### config.mk
export PLATFORM = sky130hd
export DESIGN_NAME = ssd_capture_flat
export DESIGN_NICKNAME = d
export VERILOG_FILES = /design/src/rtl/ssd_capture_if.sv /design/src/rtl/ssd_capture.sv /design/src/flat_wrapper.sv
export SDC_FILE = /design/constraint.sdc
export NUM_CORES = 1
export LEC_CHECK = 0
export BUFFER_PORTS_ARGS = -buffer_cell sky130_fd_sc_hd__buf_4
export CAP_MARGIN = 0
export CORE_MARGIN = 8
export CORE_UTILIZATION = 60
export CTS_BUF_LIST = sky130_fd_sc_hd__clkbuf_2 sky130_fd_sc_hd__clkbuf_4 sky130_fd_sc_hd__clkbuf_8
export DETAILED_ROUTE_END_ITERATION = 10
export HOLD_SLACK_MARGIN = 0.06
export PLACE_DENSITY = 0.81
export SLEW_MARGIN = 20
export SYNTH_ARGS = -nofsm -noshare
export SYNTH_HDL_FRONTEND = slang
export SYNTH_SLANG_ARGS = --single-unit
### constraint.sdc
create_clock -name clk -period 3.6 [get_ports clk]
set_input_delay 0.18 -clock clk [delete_from_list [all_inputs] [get_ports clk]]
set_output_delay 0.18 -clock clk [all_outputs]
set_load 0.005 [all_outputs]
### src/rtl/ssd_capture_if.sv
// ssd_capture_if: bundles the multiplexed seven-segment bus with the
// captured-frame outputs of ssd_capture.
// The err_cnt signal exists only when SSD_CAPTURE_ERRCNT_EN is defined.
interface ssd_capture_if #(
    parameter int NDIG = 4
);
    logic [6:0]        seg_in;
    logic [NDIG-1:0]   dig_sel;
    logic [4*NDIG-1:0] value;
    logic [NDIG-1:0]   blank;
    logic              frame_valid;
    logic              frame_err;
`ifdef SSD_CAPTURE_ERRCNT_EN
    logic [7:0]        err_cnt;

    // Display driver side: drives the scan bus, observes captured frames.
    modport master (
        output seg_in, dig_sel,
        input  value, blank, frame_valid, frame_err, err_cnt
    );

    // Capture side.
    modport slave (
        input  seg_in, dig_sel,
        output value, blank, frame_valid, frame_err, err_cnt
    );
`else
    // Display driver side: drives the scan bus, observes captured frames.
    modport master (
        output seg_in, dig_sel,
        input  value, blank, frame_valid, frame_err
    );

    // Capture side.
    modport slave (
        input  seg_in, dig_sel,
        output value, blank, frame_valid, frame_err
    );
`endif
endinterface

### src/rtl/ssd_capture.sv
// ssd_capture: receiving end of a multiplexed seven-segment display bus.
// A slot FSM waits for {dig_sel, seg_in} to stay stable for STABLE_CYC cycles.
// The accepted pattern is decoded back to a hex nibble and written into a
// per-digit shadow slot. Once every digit has been seen, the shadow is
// published as one frame.
// Optional feature: define SSD_CAPTURE_ERRCNT_EN to add a saturating 8-bit
// count of captured unrecognized patterns (bus.err_cnt).
module ssd_capture #(
    parameter int NDIG       = 4,
    parameter int STABLE_CYC = 4
) (
    input  logic         clk,
    input  logic         rst,
    ssd_capture_if.slave bus
);

    localparam int CW = $clog2(STABLE_CYC + 1);
    localparam int LW = NDIG + 7;
    localparam logic [CW-1:0] CNT_ONE    = CW'(1);
    localparam logic [CW-1:0] CNT_STABLE = CW'(STABLE_CYC);

    typedef enum logic [1:0] {
        IDLE,
        SETTLE,
        LOCKED
    } state_t;

    state_t               state, state_nxt;
    logic [LW-1:0]        lat, lat_nxt, cur;
    logic [CW-1:0]        cnt, cnt_nxt, cnt_inc;
    logic                 onehot;
    logic                 cap;

    logic [3:0]           dec_nib;
    logic                 dec_blank;
    logic                 dec_err;

    logic [NDIG-1:0][3:0] sh_nib;
    logic [NDIG-1:0]      sh_blank;
    logic [NDIG-1:0]      sh_err;
    logic [NDIG-1:0]      seen;
    logic                 frame_done;

    assign cur     = {bus.dig_sel, bus.seg_in};
    assign cnt_inc = cnt + CNT_ONE;
    assign onehot  = (bus.dig_sel != '0) &&
                     ((bus.dig_sel & (bus.dig_sel - NDIG'(1))) == '0);

    // A frame is ready as soon as every digit has at least one capture.
    assign frame_done = &seen;

    // Map a segment pattern back to its nibble; all-off is blank, anything else
    // outside the table is an error (nibble 0 in both cases).
    always_comb begin
        dec_nib   = 4'h0;
        dec_blank = 1'b0;
        dec_err   = 1'b0;
        case (bus.seg_in)
            7'b0111111: dec_nib = 4'h0;
            7'b0000110: dec_nib = 4'h1;
            7'b1011011: dec_nib = 4'h2;
            7'b1001111: dec_nib = 4'h3;
            7'b1100110: dec_nib = 4'h4;
            7'b1101101: dec_nib = 4'h5;
            7'b1111101: dec_nib = 4'h6;
            7'b0000111: dec_nib = 4'h7;
            7'b1111111: dec_nib = 4'h8;
            7'b1101111: dec_nib = 4'h9;
            7'b1110111: dec_nib = 4'hA;
            7'b1111100: dec_nib = 4'hB;
            7'b0111001: dec_nib = 4'hC;
            7'b1011110: dec_nib = 4'hD;
            7'b1111001: dec_nib = 4'hE;
            7'b1110001: dec_nib = 4'hF;
            7'b0000000: dec_blank = 1'b1;
            default:    dec_err   = 1'b1;
        endcase
    end

    // Slot FSM state, latched input snapshot and stability counter.
    always_ff @(posedge clk) begin
        if (rst) begin
            state <= IDLE;
            lat   <= '0;
            cnt   <= '0;
        end else begin
            state <= state_nxt;
            lat   <= lat_nxt;
            cnt   <= cnt_nxt;
        end
    end

    // Next-state logic. Any change of the snapshot restarts the count at 1.
    // The count reaching STABLE_CYC captures and locks. When STABLE_CYC is 1,
    // this means a capture on the very first cycle of a new pattern.
    always_comb begin
        state_nxt = state;
        lat_nxt   = lat;
        cnt_nxt   = cnt;
        cap       = 1'b0;
        if (!onehot) begin
            state_nxt = IDLE;
        end else if (state == IDLE || cur != lat) begin
            lat_nxt = cur;
            cnt_nxt = CNT_ONE;
            if (CNT_ONE == CNT_STABLE) begin
                cap       = 1'b1;
                state_nxt = LOCKED;
            end else begin
                state_nxt = SETTLE;
            end
        end else if (state == SETTLE) begin
            cnt_nxt = cnt_inc;
            if (cnt_inc == CNT_STABLE) begin
                cap       = 1'b1;
                state_nxt = LOCKED;
            end
        end
        // In LOCKED with unchanged inputs the counter holds at STABLE_CYC.
    end

    // Shadow slots. A capture in the same cycle as frame completion wins
    // over the clear, so that digit already counts toward the next frame.
    always_ff @(posedge clk) begin
        if (rst) begin
            sh_nib   <= '0;
            sh_blank <= '0;
            sh_err   <= '0;
            seen     <= '0;
        end else begin
            for (int i = 0; i < NDIG; i++) begin
                if (cap && bus.dig_sel[i]) begin
                    sh_nib[i]   <= dec_nib;
                    sh_blank[i] <= dec_blank;
                    sh_err[i]   <= dec_err;
                    seen[i]     <= 1'b1;
                end else if (frame_done) begin
                    sh_err[i] <= 1'b0;
                    seen[i]   <= 1'b0;
                end
            end
        end
    end

    // Publish a completed frame. The outputs hold their values between frames.
    always_ff @(posedge clk) begin
        if (rst) begin
            bus.value       <= '0;
            bus.blank       <= '0;
            bus.frame_err   <= 1'b0;
            bus.frame_valid <= 1'b0;
        end else begin
            bus.frame_valid <= frame_done;
            if (frame_done) begin
                bus.value     <= sh_nib;
                bus.blank     <= sh_blank;
                bus.frame_err <= |sh_err;
            end
        end
    end

`ifdef SSD_CAPTURE_ERRCNT_EN
    // Saturating count of captured unrecognized patterns. Only rst clears it.
    always_ff @(posedge clk) begin
        if (rst) begin
            bus.err_cnt <= 8'd0;
        end else if (cap && dec_err && bus.err_cnt != 8'hFF) begin
            bus.err_cnt <= bus.err_cnt + 8'd1;
        end
    end
`endif

endmodule
### src/flat_wrapper.sv
// flat-port wrapper written by rule: the top's interface ports become plain ports
module ssd_capture_flat 
#(
    parameter int NDIG       = 4,
    parameter int STABLE_CYC = 4
)
  (clk, rst, bus_seg_in, bus_dig_sel, bus_value, bus_blank, bus_frame_valid, bus_frame_err);
  ssd_capture_if #(.NDIG(NDIG)) bus_i ();
  input  logic clk;
  input  logic rst;
  input wire logic [$bits(bus_i.seg_in)-1:0] bus_seg_in;
  input wire logic [$bits(bus_i.dig_sel)-1:0] bus_dig_sel;
  output wire logic [$bits(bus_i.value)-1:0] bus_value;
  output wire logic [$bits(bus_i.blank)-1:0] bus_blank;
  output wire logic [$bits(bus_i.frame_valid)-1:0] bus_frame_valid;
  output wire logic [$bits(bus_i.frame_err)-1:0] bus_frame_err;
  assign bus_i.seg_in = bus_seg_in;
  assign bus_i.dig_sel = bus_dig_sel;
  assign bus_value = bus_i.value;
  assign bus_blank = bus_i.blank;
  assign bus_frame_valid = bus_i.frame_valid;
  assign bus_frame_err = bus_i.frame_err;
  ssd_capture #(.NDIG(NDIG), .STABLE_CYC(STABLE_CYC)) u_core (.clk(clk), .rst(rst), .bus(bus_i));
endmodule
## Word-level counts from Yosys, hierarchy flattened

Index checks and enable logic that the tools add are counted.

| operators by class | value |
|---|---|
| mux-type cells | 21 |
| $add $sub $neg | 2 |
| bitwise operators | 2 |
| reduce and logical (&&, ||, !) cells | 25 |
| equal/unequal tests | 19 |

Operator list:

| cell | count |
|---|---|
| $eq A7 B7 Y1 const B | 12 |
| $pmux W4 S15 | 1 |
| $mux W1 | 18 |
| $reduce_or A17 Y1 | 1 |
| $eq A7 B3 Y1 const B | 2 |
| $eq A7 B6 Y1 const B | 2 |
| $reduce_bool A2 Y1 | 6 |
| $ne A11 B11 Y1 | 1 |
| $reduce_and A2 Y1 | 4 |
| $logic_not A7 Y1 | 1 |
| $mux W3 | 2 |
| $logic_and A1 B1 Y1 | 5 |
| $and A4 B4 Y4 | 1 |
| $logic_not A4 Y1 | 1 |
| $reduce_and A4 Y1 | 1 |
| $reduce_bool A4 Y1 | 1 |
| $reduce_or A4 Y1 | 1 |
| $sub A4 B1 Y4 const B | 1 |
| $add A3 B1 Y3 const B | 1 |
| $eq A3 B3 Y1 const B | 1 |
| $reduce_or A3 Y1 | 1 |
| $eq A2 B1 Y1 const B | 1 |
| $logic_not A2 Y1 | 1 |
| $reduce_or A2 Y1 | 1 |
| other kinds (2) | 2 |

| storage, ports and cells | value |
|---|---|
| word-level logic and storage cells | 93 |
| output and inout port bits | 22 |
| register bits | 66 |
| input bits | 13 |

## Logic depth before layout (Yosys ltp)

Gate-level depths: netlist (run 1).

| depth | value |
|---|---|
| depth in word-level cells | 8 |
| gate-level depth with buffers | 6 |
| depth with buffers taken out | 6 |

## Worst setup path before layout (run 1)

No wires, ideal clock.

| path | value |
|---|---|
| path type | register to register |
| start point | reg u_core.lat[10] |
| end point | reg u_core.lat[0] |
| setup slack | 1.777 ns |
| stages on the path, launching flop included | 6 |
| data arrival time | 1.693 ns |
| period minus slack after synthesis | 1.823 ns |
| required time | 3.470 ns |
| library setup time | 0.130 ns |
| buffers on the path | 0 |
| cells stage by stage | dfxtp_1 xor2_1 or4_4 nor3_2 nor2_4 mux2i_1 |

| on the way | value |
|---|---|
| word-level cells in the longest chain between the ends | 3 |

Ends and longest elaborated chain:

| element | line | source |
|---|---|---|
| from (decl) | ssd_capture.sv:29 | `logic [LW-1:0] lat, lat_nxt, cur;` |
| from (signal assigned) | ssd_capture.sv:88 | `lat <= lat_nxt;` |
| $ne A11 B11 Y1 | ssd_capture.sv:103 | `end else if (state == IDLE \|\| cur != lat) begin` |
| $logic_or A1 B1 Y1 | ssd_capture.sv:103 |  |
| $reduce_and A2 Y1 (no line) | n/a |  |

Every way passes these cells.
A chain may end at the register's enable or synchronous reset.

## Final worst setup path (run 1)

Ends and elaborated chain as after synthesis.

==> flow_metrics.env, run 1 <==
export IMPL_status="completed"
export IMPL_sw_frac_of_total=0.2224
export IMPL_grt_max_degree=80
export IMPL_p_leak_uw=0.001462
export IMPL_gr_total_overflow=0
export IMPL_crit_start="u_core.lat[10]"
export IMPL_place_hpwl_um=4239
export IMPL_min_period_ps=2099
export IMPL_postSynthAreaPerCell_sq_um=8.794
export IMPL_postRouteAntennaNets=0
export IMPL_clockBufferDepth=2
export IMPL_viasPerCell=5.596
export IMPL_antenna_found_initial=0
export IMPL_synth_async_sr_flop_share=0
export IMPL_setup_tns_ps=0
export IMPL_slew_headroom=0.3250
export IMPL_ys_seq_area_frac=0.4232
export IMPL_drcViolationCount=0
export IMPL_area_growth_pct=15.39
export IMPL_fmax_mhz=476.4
export IMPL_pin_count=35
export IMPL_wl_met2_um=2949
export IMPL_wl_met1_um=2976
export IMPL_num_antenna_cells=0
export IMPL_syn_num_nets=370
export IMPL_synth_top_area_share=0.4232
export IMPL_cts_repair_resized=0
export IMPL_cts_sinks=66
export IMPL_r2r_slack_ps=1500
export IMPL_clk_pin_slew_ps=70
export IMPL_grt_pass1_wl_um=10670
export IMPL_crit_path_start_kind="flop"
export IMPL_rsz0062_at_grt="false"
export IMPL_power_density_mw_per_mm2=428.5
export IMPL_crit_arrival_ps=2300
export IMPL_fin_util=0.7098
export IMPL_gp_congestion=0.8539
export IMPL_syn_inst=355
export IMPL_setup_viol=0
export IMPL_yosysTopAreaCell="dfxtp_1"
export IMPL_htree_levels=3
export IMPL_routed_via_count=2535
export IMPL_setup_worst_path_class="flop to flop"
export IMPL_final_nets=395
export IMPL_dr_max_layer_used="met4"
export IMPL_die_w_um=88.13
export IMPL_path_max_fanout=10
export IMPL_clkPwrFrac=0.435
export IMPL_max_stage_delay_ps=560
export IMPL_initial_core_util=0.6151
export IMPL_synth_area_sq_mm=0.003122
export IMPL_synth_flop_cell="dfxtp_1"
export IMPL_synth_seq_cells=66
export IMPL_clock_root_buffer="clkbuf_8"
export IMPL_synth_most_common_cell="dfxtp_1"
export IMPL_seq_power_share=0.485
export IMPL_slowest_stage="or4_4"
export IMPL_yosys_warnings=0
export IMPL_power_frac_comb=0.081
export IMPL_hold_violations=0
export IMPL_finalCritPeriodShare=0.5830
export IMPL_peakVddDrop_uv=283.4
export IMPL_met3WireLength_um=307
export IMPL_dieHeight_um=88.13
export IMPL_worstPathRequired_ps=3800
export IMPL_p_int_uw=1200
export IMPL_worstSkewPairLatency_ps=330
export IMPL_p_sw_uw=343.3
export IMPL_core_sq_mm=0.005075
export IMPL_slew_viol_final=0
export IMPL_row_count=26
export IMPL_die_area_sq_mm=0.007767
export IMPL_post_drt_wl_per_cell_um=14.11
export IMPL_first_pass_iters=4
export IMPL_worstPathCellList="xor2_1, or4_4, nor3_2, nor2_4, mux2i_1"
export IMPL_r2r_start="u_core.lat[10]"
export IMPL_cts_hold_buf=0
export IMPL_portBuffers=34
export IMPL_post_cts_setup_buffer_count=0
export IMPL_numCtsBuffers=9
export IMPL_worst_pin_slew_ps=1010
export IMPL_drtIter0Drc=146
export IMPL_synth_cell_types=44
export IMPL_synth_edff_count=0
export IMPL_rr_endpoint="u_core.lat[0]"
export IMPL_fin_skew_ps=7.682
export IMPL_crit_path_end="u_core.lat[0]"
export IMPL_fin_ws_ps=1501
export IMPL_grtUsageTotal=0.1764
export IMPL_netlist_top_cells_area="dfxtp_1 42%, mux2i_1 11%, nand2b_1 9.2%"
export IMPL_wl_um=6390
export IMPL_min_path_type="input port to flop"
export IMPL_cp_end_kind="flop"
export IMPL_drive_gt1_frac=0.1514
export IMPL_ys_top_cells_by_count="66 x dfxtp_1, 62 x nand2_1, 46 x nand2b_1, 35 x mux2i_1, 29 x a21oi_1"
export IMPL_rr_worst_depth=5
export IMPL_maxCapViolCount=0
export IMPL_grt_pass1_vias=2320
export IMPL_cts_tree="built"
export IMPL_dp_slack_ps=1574
power groups by stage:
stage | Combinational (uW) | Sequential, uW | Clock (uW)
CTS | 125 | 748 | 683
detailed placement | 121 | 764 | 0
floorplan | 90.7 | 763 | 0
global placement | 119 | 764 | 0
finish | 125 | 748 | 671
global route | 136 | 749 | 721
cells by family (layout without fill, tap and decap cells):
family | Yosys count | after routing | synth area share
AOI/OAI and AO/OA | 56 | 56 | 0.1094
xor gates and xnor gates | 15 | 15 | 0.04209
adders and majority gates | 2 | 2 | 0.008015
buffers and inverters | 21 | 49 | 0.02565
DFF | 66 | 66 | 0.4232
muxes | 35 | 35 | 0.1122
and+or+nand+nor | 160 | 160 | 0.2794
layout by cell type (no fill, tap or decap), drive strengths merged, types with 4 or more instances in the layout:
| cell type | count |
|---|---|
| xor2 | 7 |
| o21ai | 5 |
| nand2 | 66 |
| mux2i | 35 |
| nand4 | 5 |
| a211oi | 4 |
| nand4b | 4 |
| xnor2 | 8 |
| nand2b | 46 |
| a21oi | 29 |
| nor4b | 5 |
| nor3 | 8 |
| dfxtp | 66 |
| buf | 35 |
| clkbuf | 11 |
| nor2 | 10 |
| a31oi | 4 |
layer usage:
metal	GRT usage	vias to the layer above
met5	0	-
met1	0.2193	1187
met3	0.05066	14
met2	0.2722	58
met4	0.08756	0
li1	-	1276
flip-flops by register name, summed over array words and instances (netlist names), 3 cells and up:
signal            flops
u_core.seen           4
u_core.sh_nib        16
u_core.cnt            3
u_core.sh_blank       4
u_core.sh_err         4
u_core.bus.blank      4
u_core.lat           11
u_core.bus.value     16
cell type report:
| cell class | count | area (sq um) |
|---|---|---|
| Timing Repair Buffer | 35 | 262.8 |
| Clock inverter | 3 | 65.06 |
| Sequential cell | 66 | 1321 |
| Fill cell | 410 | 1473 |
| Tap cell | 70 | 87.58 |
| Clock buffer | 11 | 145.1 |
| Multi-Input combinational cell | 268 | 1720 |
worst min path at each step:
stage / slack, ps / from / cells past startpoint / to
3_5_place_dp: 450 / u_core.bus.value[12] / 2 / u_core.bus.value[12]
4_1_cts: 140 / bus_dig_sel[1] / 3 / u_core.lat[8]
6_report: 150 / bus_dig_sel[1] / 3 / u_core.lat[8]
3_3_place_gp: 440 / u_core.sh_blank[0] / 2 / u_core.bus.blank[0]
2_1_floorplan: 340 / bus_dig_sel[3] / 2 / u_core.lat[10]
5_1_grt: 150 / bus_dig_sel[0] / 3 / u_core.lat[7]
worst max-delay path, delay by kind of cell, from the launching register on:
| family | cells | cell delay, ps |
|---|---|---|
| xor gates and xnor gates | 1 | 190 |
| muxes | 1 | 170 |
| and+or+nand+nor | 3 | 1280 |
| DFF | 1 | 330 |
metrics by stage:
stage	area (sq um)	hold WS (ps)	total power, uW	std cells
finish	3602	154.7	1544	453
global route	3602	149.0	1605	453
CTS	3602	140.5	1556	453
detailed placement	3392	446.8	885.6	439
global placement	3392	442.2	883.2	439
floorplan	3122	335.3	853.2	355
(Power assumes the default switching activity.)
==> inputs of run 2 (changes only) <==
Settings changed: ABC_AREA from default to 1.
Clock period 3.6 ns to 2.1 ns, I/O delays scaled along.
==> flow_metrics.env, run 2 <==
export IMPL_setup_tns_ps=0
export IMPL_synth_async_sr_flop_share=0
export IMPL_die_w_um=88.91
export IMPL_min_path_type="input port to flop"
export IMPL_ys_seq_area_frac=0.4143
export IMPL_worst_pin_slew_ps=615.1
export IMPL_synth_cell_types=29
export IMPL_grt_max_degree=48
export IMPL_synthMuxAreaShare=0
export IMPL_synth_compound_area_frac=0.1185
export IMPL_synth_flop_cell="dfxtp_1"
export IMPL_seqCellArea_sq_mm=0.001321
export IMPL_fmax_mhz=548.7
export IMPL_dp_slack_ps=176.8
export IMPL_rr_endpoint="u_core.sh_blank[1]"
export IMPL_rsz0062_at_grt="false"
export IMPL_synth_top_area_share=0.4143
export IMPL_crit_path_start_kind="flop"
export IMPL_netlist_top_cells_area="dfxtp_1 41%, nor2_1 15%, nand2_1 14%"
export IMPL_whs_path_depth=3
export IMPL_portBuffers=34
export IMPL_cp_end_kind="flop"
export IMPL_yosysTopAreaCell="dfxtp_1"
export IMPL_synth_top_family_by_area="simple AND/OR/NAND/NOR gates"
export IMPL_nFillCells=440
export IMPL_path_max_fanout=13
export IMPL_worstPathRequired_ps=2380
export IMPL_ys_top_cells_by_count="131 x nor2_1, 118 x nand2_1, 66 x dfxtp_1, 35 x inv_1, 28 x o21ai_0"
export IMPL_yosys_area_share_simple=0.3629
export IMPL_core_sq_mm=0.005107
export IMPL_synth_seq_cells=66
export IMPL_viasPerCell=5.041
export IMPL_yosys_warnings=0
export IMPL_grt_pass1_vias=2767
export IMPL_drtIter0Drc=198
export IMPL_min_period_ps=1823
export IMPL_hold_violations=0
export IMPL_gp_congestion=0.8815
export IMPL_synthAdderAreaFrac=0.007846
export IMPL_row_count=26
export IMPL_clock_root_buffer="clkbuf_8"
export IMPL_area_growth_pct=15.93
export IMPL_grtUsageTotal=0.1942
export IMPL_setup_worst_path_class="flop to flop"
export IMPL_whs_ps=84.91
export IMPL_postSynthAreaPerCell_sq_um=6.603
export IMPL_rr_worst_depth=8
export IMPL_dieHeight_um=88.91
export IMPL_drcViolationCount=0
export IMPL_num_antenna_cells=0
export IMPL_final_common_cell="nor2_1"
export IMPL_cts_sinks=66
export IMPL_multiInputGateArea_sq_mm=0.001612
export IMPL_finalCritPeriodShare=0.8679
export IMPL_layout_common_cells="130 x nor2_1, 118 x nand2_1, 66 x dfxtp_1"
export IMPL_status="completed"
export IMPL_cts_tree="built"
export IMPL_maxCapViolCount=0
export IMPL_drive_gt1_frac=0.1536
export IMPL_hold_path_endpoint="u_core.lat[10]"
export IMPL_pin_count=35
export IMPL_setup_viol=0
export IMPL_routed_via_count=2979
export IMPL_grt_pass1_wl_um=12000
export IMPL_syn_num_nets=498
export IMPL_slew_headroom=0.5874
export IMPL_clockBufferDepth=2
export IMPL_postRouteAntennaNets=0
export IMPL_place_hpwl_um=5209
export IMPL_numCtsBuffers=9
export IMPL_fin_ws_ps=277.5
export IMPL_crit_arrival_ps=2100
export IMPL_post_drt_wl_per_cell_um=11.85
export IMPL_synthXorXnorAreaFrac=0.01373
export IMPL_clk_pin_slew_ps=80
export IMPL_synth_edff_count=0
export IMPL_post_cts_setup_buffer_count=0
export IMPL_fin_util=0.7239
export IMPL_syn_inst=483
export IMPL_p_leak_uw=0.001741
export IMPL_fin_skew_ps=11.21
export IMPL_gr_total_overflow=0
export IMPL_min_from="bus_dig_sel[3]"
export IMPL_synth_most_common_cell="nor2_1"
export IMPL_reg_largest_list="u_core.bus.value x16, u_core.sh_nib x16, u_core.lat x11"
export IMPL_worstSkewPairLatency_ps=340
export IMPL_r2r_start="u_core.cnt[0]"
export IMPL_synth_area_sq_mm=0.003189
export IMPL_initial_core_util=0.6244
export IMPL_stdcell_count=591
export IMPL_slew_viol_final=0
export IMPL_final_nets=531
export IMPL_r2r_slack_ps=280
export IMPL_antenna_found_initial=0
export IMPL_first_pass_iters=5
export IMPL_dp_cells=574
export IMPL_die_area_sq_mm=0.007904
export IMPL_htree_levels=3
export IMPL_peakVddDrop_uv=436.1
export IMPL_wl_um=7002
export IMPL_power_density_mw_per_mm2=708.5
[run 2: cell types whose count changed in the layout (fill, tap and decap cells not counted), sizes merged, moves of 8 or more]
cell,change
inv,+47
nand2,+54
o21ai,+31
o21bai,+8
nand2b,-46
a21oi,-9
nor2,+130
mux2i,-35
[run 2: how the worst max path moves through the flow]
stage / slack, ps / end / from / depth (start not counted)
floorplan: 530 / u_core.sh_nib[10] / u_core.cnt[0] / 9
global placement: 320 / u_core.sh_blank[3] / u_core.cnt[0] / 8
detailed placement: 180 / u_core.sh_nib[14] / u_core.cnt[0] / 8
CTS: 130 / u_core.sh_nib[14] / u_core.cnt[0] / 8
global route: 70 / u_core.sh_blank[1] / u_core.cnt[0] / 8
finish: 280 / u_core.sh_blank[1] / u_core.cnt[0] / 8
[run 2: layout make-up]
type	instances	share of cell area
Tap cell	70	0.02369
Clock inverter	6	0.01794
Multi-Input combinational cell	354	0.4359
Sequential cell	66	0.3574
Inverter	48	0.04873
Timing Repair Buffer	37	0.07919
Clock buffer	10	0.03723
[run 2: kinds of logic (layout without fill, tap and decap cells)]
group                    count (synthesis)  in the layout
adder cells (fa/ha/maj)                  2              2
XOR/XNOR                                 5              5
buffers and inverters                   63            101
AO/OA/AOI/OAI                           68             68
AND/OR/NAND/NOR                        279            279
flip-flops                              66             66
[run 2: power breakdown]
group	switching, uW	internal (uW)	total [uW]
logic	165	83.6	249
registers	14.9	1270	1290
clock network	499	582	1080
total	680	1940	2620
[run 2: metrics by stage]
step	area, sq um	power [uW]
final	3697	2620
after global routing	3697	2747
after CTS	3690	2639
after detailed placement	3476	1564
after global placement	3476	1557
after floorplan	3189	1498
[run 2: repair_timing]
item                                   CTS  global route
resized for setup                        0             2
endpoints found under the hold margin    8             0
setup endpoints to repair                0             7
hold buffers                             1             0
[run 2: layer usage]
layer	part of all wire	up-vias	global-route usage	wire, um
met5	0	-	0	0
met4	0.0087	0	0.07373	61
met3	0.056	6	0.05331	389
met2	0.49	60	0.3423	3443
met1	0.44	1340	0.2160	3107
li1	-	1573	-	-
[run 2: critical path, cell delays in order, from the launching register on]
cell and delay, ps:
dfxtp_1 380, ha_1 180, xor2_1 180, nand2_1 110
nor2_2 190, nand4_4 270, nor2_1 260, nor2_1 80
nor2_1 110
